**config.mk**
```make
export PLATFORM = sky130hd
export DESIGN_NAME = reg_muxn
export DESIGN_NICKNAME = d
export VERILOG_FILES = /design/src/rtl/reg_muxn.sv
export SDC_FILE = /design/constraint.sdc
export NUM_CORES = 1
export LEC_CHECK = 0
export CAP_MARGIN = 20
export CORE_AREA = 2 2 87 89
export DETAILED_ROUTE_END_ITERATION = 8
export DIE_AREA = 0 0 89 91
export HOLD_SLACK_MARGIN = 0.1
export PLACE_DENSITY = 0.75
export SYNTH_ARGS = -nofsm -noshare
export SYNTH_HDL_FRONTEND = slang
export SYNTH_SLANG_ARGS = --single-unit
```
**constraint.sdc**
```tcl
create_clock -name clk -period 1.43 [get_ports clk]
set_clock_uncertainty 0.1 [all_clocks]
set_input_delay 0.3575 -clock clk [delete_from_list [all_inputs] [get_ports clk]]
set_output_delay 0.3575 -clock clk [all_outputs]
set_load 0.05 [all_outputs]
```
**src/rtl/reg_muxn.sv**
```systemverilog
// Registered N-to-1 channel mux with stall/flush control and a sticky out-of-range select flag.
// Optional saturating error counter is enabled by defining REG_MUXN_ERR_CNT_EN.
module reg_muxn #(
    parameter int                 WIDTH     = 32,
    parameter int                 NUM_IN    = 4,
    parameter int                 SEL_W     = 2,
    parameter logic [WIDTH-1:0]   RESET_VAL = WIDTH'(32'h00400030)
) (
    input  logic                    clk,
    input  logic                    reset,
    input  logic [NUM_IN*WIDTH-1:0] in_bus,
    input  logic [SEL_W-1:0]        sel,
    input  logic                    in_valid,
    input  logic                    stall,
    input  logic                    flush,
    input  logic                    err_clr,
    output logic [WIDTH-1:0]        out,
    output logic                    out_valid,
    output logic                    sel_err,
    output logic [7:0]              err_cnt
);

    typedef enum logic {
        ST_IDLE  = 1'b0,
        ST_VALID = 1'b1
    } state_t;

    // Every select code maps to a channel when NUM_IN fills the select space.
    localparam bit SEL_FULL = (NUM_IN == (1 << SEL_W));

    state_t             r_state;
    state_t             w_state_nxt;
    logic [WIDTH-1:0]   r_out;
    logic [WIDTH-1:0]   w_out_nxt;
    logic               r_sel_err;
    logic               w_sel_err_nxt;
    logic [WIDTH-1:0]   w_chan;
    logic               w_sel_oor;
    logic               w_illegal;
    logic               w_advance;

    generate
        if (SEL_FULL) begin : g_sel_full
            assign w_sel_oor = 1'b0;
        end else begin : g_sel_partial
            assign w_sel_oor = (32'(sel) >= 32'(NUM_IN));
        end
    endgenerate

    assign w_illegal = in_valid & w_sel_oor;
    assign w_advance = ~flush & ~stall;

    always_comb begin
        w_chan = '0;
        for (int k = 0; k < NUM_IN; k++) begin
            if (sel == SEL_W'(k)) begin
                w_chan = in_bus[k*WIDTH +: WIDTH];
            end
        end
    end

    // NOTE: every always_comb output gets a default first so no path leaves it unassigned (no latch).
    always_comb begin
        w_state_nxt   = r_state;
        w_out_nxt     = r_out;
        w_sel_err_nxt = r_sel_err;

        if (flush) begin
            w_state_nxt = ST_IDLE;
            if (err_clr) begin
                w_sel_err_nxt = 1'b0;
            end
        end else if (!stall) begin
            if (in_valid && !w_sel_oor) begin
                w_out_nxt   = w_chan;
                w_state_nxt = ST_VALID;
            end else begin
                w_state_nxt = ST_IDLE;
            end

            if (w_illegal) begin
                w_sel_err_nxt = 1'b1;
            end else if (err_clr) begin
                w_sel_err_nxt = 1'b0;
            end
        end
    end

    // NOTE: sequential state uses non-blocking assignments so all registers update from pre-edge values.
    always_ff @(posedge clk) begin
        if (reset) begin
            r_state   <= ST_IDLE;
            r_out     <= RESET_VAL;
            r_sel_err <= 1'b0;
        end else begin
            r_state   <= w_state_nxt;
            r_out     <= w_out_nxt;
            r_sel_err <= w_sel_err_nxt;
        end
    end

    assign out       = r_out;
    assign out_valid = (r_state == ST_VALID);
    assign sel_err   = r_sel_err;

`ifdef REG_MUXN_ERR_CNT_EN
    logic [7:0] r_err_cnt;

    // Counter follows the same clear/set priority as the sticky flag; increment wins over clear.
    always_ff @(posedge clk) begin
        if (reset) begin
            r_err_cnt <= 8'h00;
        end else if (flush) begin
            if (err_clr) begin
                r_err_cnt <= 8'h00;
            end
        end else if (w_advance) begin
            if (w_illegal) begin
                if (r_err_cnt != 8'hFF) begin
                    r_err_cnt <= r_err_cnt + 8'h01;
                end
            end else if (err_clr) begin
                r_err_cnt <= 8'h00;
            end
        end
    end

    assign err_cnt = r_err_cnt;
`else
    logic w_unused_adv;
    assign w_unused_adv = w_advance;
    assign err_cnt      = 8'h00;
`endif

endmodule
```
After elaboration in Yosys (flattened, before gate mapping)
Cells that the tools add are included.

Eq/ne operators: 4. Muxes and demuxes: 8. Bitwise gates (word level): 2. Reduce and logical (&&, ||, !) cells: 3.

Operators by type and width (number): $mux W32 (4); $eq A2 B2 Y1 const B (2); $mux W1 (4); $reduce_and A3 Y1 (1); $eq A2 B1 Y1 const B (1); $logic_not A2 Y1 (1); $ne A2 B1 Y1 const B (1); $not A1 Y1 (2); $reduce_or A2 Y1 (1).

Flip-flop bits (word level): 34. Input port bits: 136. Output and inout port bits: 42. Logic and storage cells: 20.

Logic depth before layout (Yosys ltp)
Word-level depth: 5. Depth in mapped cells: 5. Gate-level depth less buffers: 3.

Worst setup path after synthesis
OpenSTA, ideal clock, no wires.

Kind: input port to flip-flop. From: input port sel[0]. To: register r_out[0], in the netlist out[0]. Library setup time: 117 ps. Arrival: 1275 ps. Required time: 1213 ps. Path slack: -61 ps. Stages on the path: 4. Path buffers: 2. Cells stage by stage: buf_6 buf_12 mux4_2 a22o_1.

Cells in the longest elaborated chain, start to end: 5. Elaborated cells on any way between the ends: 8. Classes of those cells: eq/ne: 3; mux: 4; reduce/logical: 1.

Ends and longest elaborated chain: from (decl) (RTL line 12) `input logic [SEL_W-1:0] sel,`; $logic_not A2 Y1 (RTL line 56) `if (sel == SEL_W'(k)) begin`; $mux W32 (3 in a row) (RTL line 56); $mux W32 (*) (RTL line 56); to (signal assigned) (RTL line 97) `r_out <= w_out_nxt;`; to (decl) (RTL line 33) `logic [WIDTH-1:0] r_out;`.

Every way passes the cells marked *; elsewhere a longest branch is shown, timed or not. A chain may end at the register's enable or synchronous reset.

Worst setup path after layout
From: input port sel[0]. To: register r_out[3], in the netlist out[3].

The elaborated chain is that of the path after synthesis.

==> results <==
-- power by group --
group	total, mW	switching, mW	internal [mW]
sequential	0.997	0.0400	0.957
clock	0.774	0.339	0.435
combinational	1.05	0.387	0.663
total	2.82	0.765	2.06
-- layer usage --
metal	share of wire, %	routed length (um)	global-route usage [%]	vias up
met5	0	0	0	-
met4	2.3	173	6.592	0
met3	8.4	615	3.909	12
met2	54	4005	33.52	93
met1	35	2570	19.46	911
li1	-	-	-	884
-- cells by family after synthesis --
family | after synthesis
other cells | 1
simple gates | 11
flops | 33
buf+inv | 22
mux | 33
compound gates | 32
-- sequential cells by signal, summed over array words and instances, names as in the netlist --
register and cells:
out_valid 1, out 32
-- timing repair --
action	CTS	global route
pin swaps	1	0
endpoints found under the hold margin	0	0
cloned	1	0
setup buffers	1	0
resized for setup	9	2
setup endpoints to repair	32	14
-- metrics by stage --
stage | setup TNS [ns] | util (%)
final | 0 | 58.63
after detailed placement | -13.66 | 56.56
after global placement | -12.99 | 56.56
after CTS | 0 | 58.68
after global routing | 0 | 58.63
after floorplan | -0.9647 | -
-- synth_stat cells --
cell | instances | area (um^2)
dfxtp_1 | 33 | 660.6
a22o_1 | 29 | 254.0
mux4_2 | 29 | 653.1
buf_4 | 10 | 75.07
nand2_1 | 6 | 22.52
buf_2 | 4 | 20.02
a21oi_1 | 3 | 15.01
buf_12 | 3 | 60.06
mux4_1 | 3 | 78.83
buf_6 | 2 | 22.52
clkbuf_1 | 2 | 7.510
buf_1 | 1 | 3.750
conb_1 | 1 | 3.750
mux2i_1 | 1 | 10.01
nor2_1 | 1 | 3.750
nor3_1 | 1 | 5.000
nor3b_2 | 1 | 12.51
nor4b_2 | 1 | 15.01
or3b_2 | 1 | 8.760
-- worst max-delay path, cell delays in order --
cell and delay, ns:
buf_2 0.17, buf_12 0.20, mux4_2 0.53, a22o_1 0.20
-- final cells by class --
class                   count  area, um^2
clock buffers               7       96.34
multi-input cells          85        1129
repair buffers            182        2170
flip-flops and latches     33       660.6
well taps                  99       123.9
fillers                   616        2953
clock inverters             1       5.005
-- how the worst max path moves through the flow --
stage	to	slack [ns]	depth (start not counted)
after global routing	out[6]	0.003	4
after CTS	out[24]	0.01	4
after global placement	out[6]	-0.43	4
final	out[3]	0.03	4
after detailed placement	out[5]	-0.45	4
after floorplan	out[0]	-0.04	4
==> results.txt <==
Final Max Slew Viols: 0
# setup viols final: 0
XOR/XNOR share of the synthesized area: 0%
Status: finished clean
I/O pins: 178
Die ar.: 8099 um^2
Hold path endpoint: out[4]
Main combinational cell family by area after synthesis: multiplexers
Post-synthesis compound-gate area fraction: 13.92%
RSZ-0062 raised after global routing: no
Hold Vio Cnt, Final: 0
Drt first-iter violations: 80
Slack of the critical path: 0.03307 ns
Num CTS Buffers: 5
PD cells: 674.2 nW/um^2
Endpoint class of the critical path: flip-flop
Adder-cell area share of the yosys netlist: 0%
Post-synthesis mux area share: 38.41%
Unique cell type count in the Yosys netlist: 19
Root Buffer: clkbuf_8
FF-to-FF Start: out_valid
Syn-to-layout area delta: 116.6%
Reg2Reg Setup Slack: 0.63 ns
Area post-placement: 4036 um^2
Diodes inserted: 0
LEAKAGE: 1.604 nW
Min-delay src: out[4]
Max Cap Viol: 0
Final min period: 1.397 ns
Htree depth: 2
Row Count: 31
Vias in the first global route: 2148
Worst setup path startpoint: sel[0]
R2R Path End: out_valid
Final net count: 443
F_max: 0.7159 GHz
Cells after Synth: 132
Maximum clock insertion buffer count: 2
Maximum vdd drop: 0.0003630 V
Initial Util: 27.07%
Ys Warns: 0
Tcrit/Tclk final: 97.69%
Total number of vias: 1900
Fraction of layout cells with a size suffix above 1: 29.55%
Worst-Skew Late Latency: 0.28 ns
Grt ovf: 0
Non-Filler Instances: 407
Post-Syn Area: 1932 um^2
Critical Path RT: 1.50 ns
Final Wtd Congestion: 0.7823
Core Region: 7137 um^2
Cells after DPL: 397
Initial antenna violation count: 0
CTS tree: yes
Largest net degree at the start of global routing: 17
Worst setup path category: input port to flip-flop
Worst r2r path cells: 2
Via density: 4.668
Antenna-violating nets left: 0
Simple-Gate Fraction of Synth Area: 3.497%
Die Span Y: 91 um
I/O Buffers: 167
Setup Slack @ Placement: -0.4455 ns
Hold Path Depth: 2
DRC violations left: 0
Commonest cells after routing, fill and taps aside: 128 x clkdlybuf4s50_1, 36 x buf_12, 33 x dfxtp_1
Hold WC Path Type: flip-flop to flip-flop
WHS: 0.4469 ns
Worst setup SP type: input port
Commonest non-fill, non-tap cell in the layout: clkdlybuf4s50_1
Clock sinks: 33
Die width: 89 um
Clock transition at path regs: 0.07 ns
Syn_area_per_cell: 14.64 um^2
Routed length per instance: 18.10 um
Worst path arrival time: 1.46 ns
Worst-path maximum fanout: 15
Post-synthesis sequential element count: 33
Overall Global Routing Usage: 18.05%
Hold buffers post-CTS: 0
Post-Route WL: 7365 um
Post-DP HPWL: 5860 um
Pre-Repair DR Iteration Count: 4
Register area share after synthesis: 34.20%
Global-route wire length before repair: 11040 um
Tot Pwr: 2.821 mW
Post-route cell area: 4184 um^2
No activity file was read; power rests on OpenSTA's default activity.
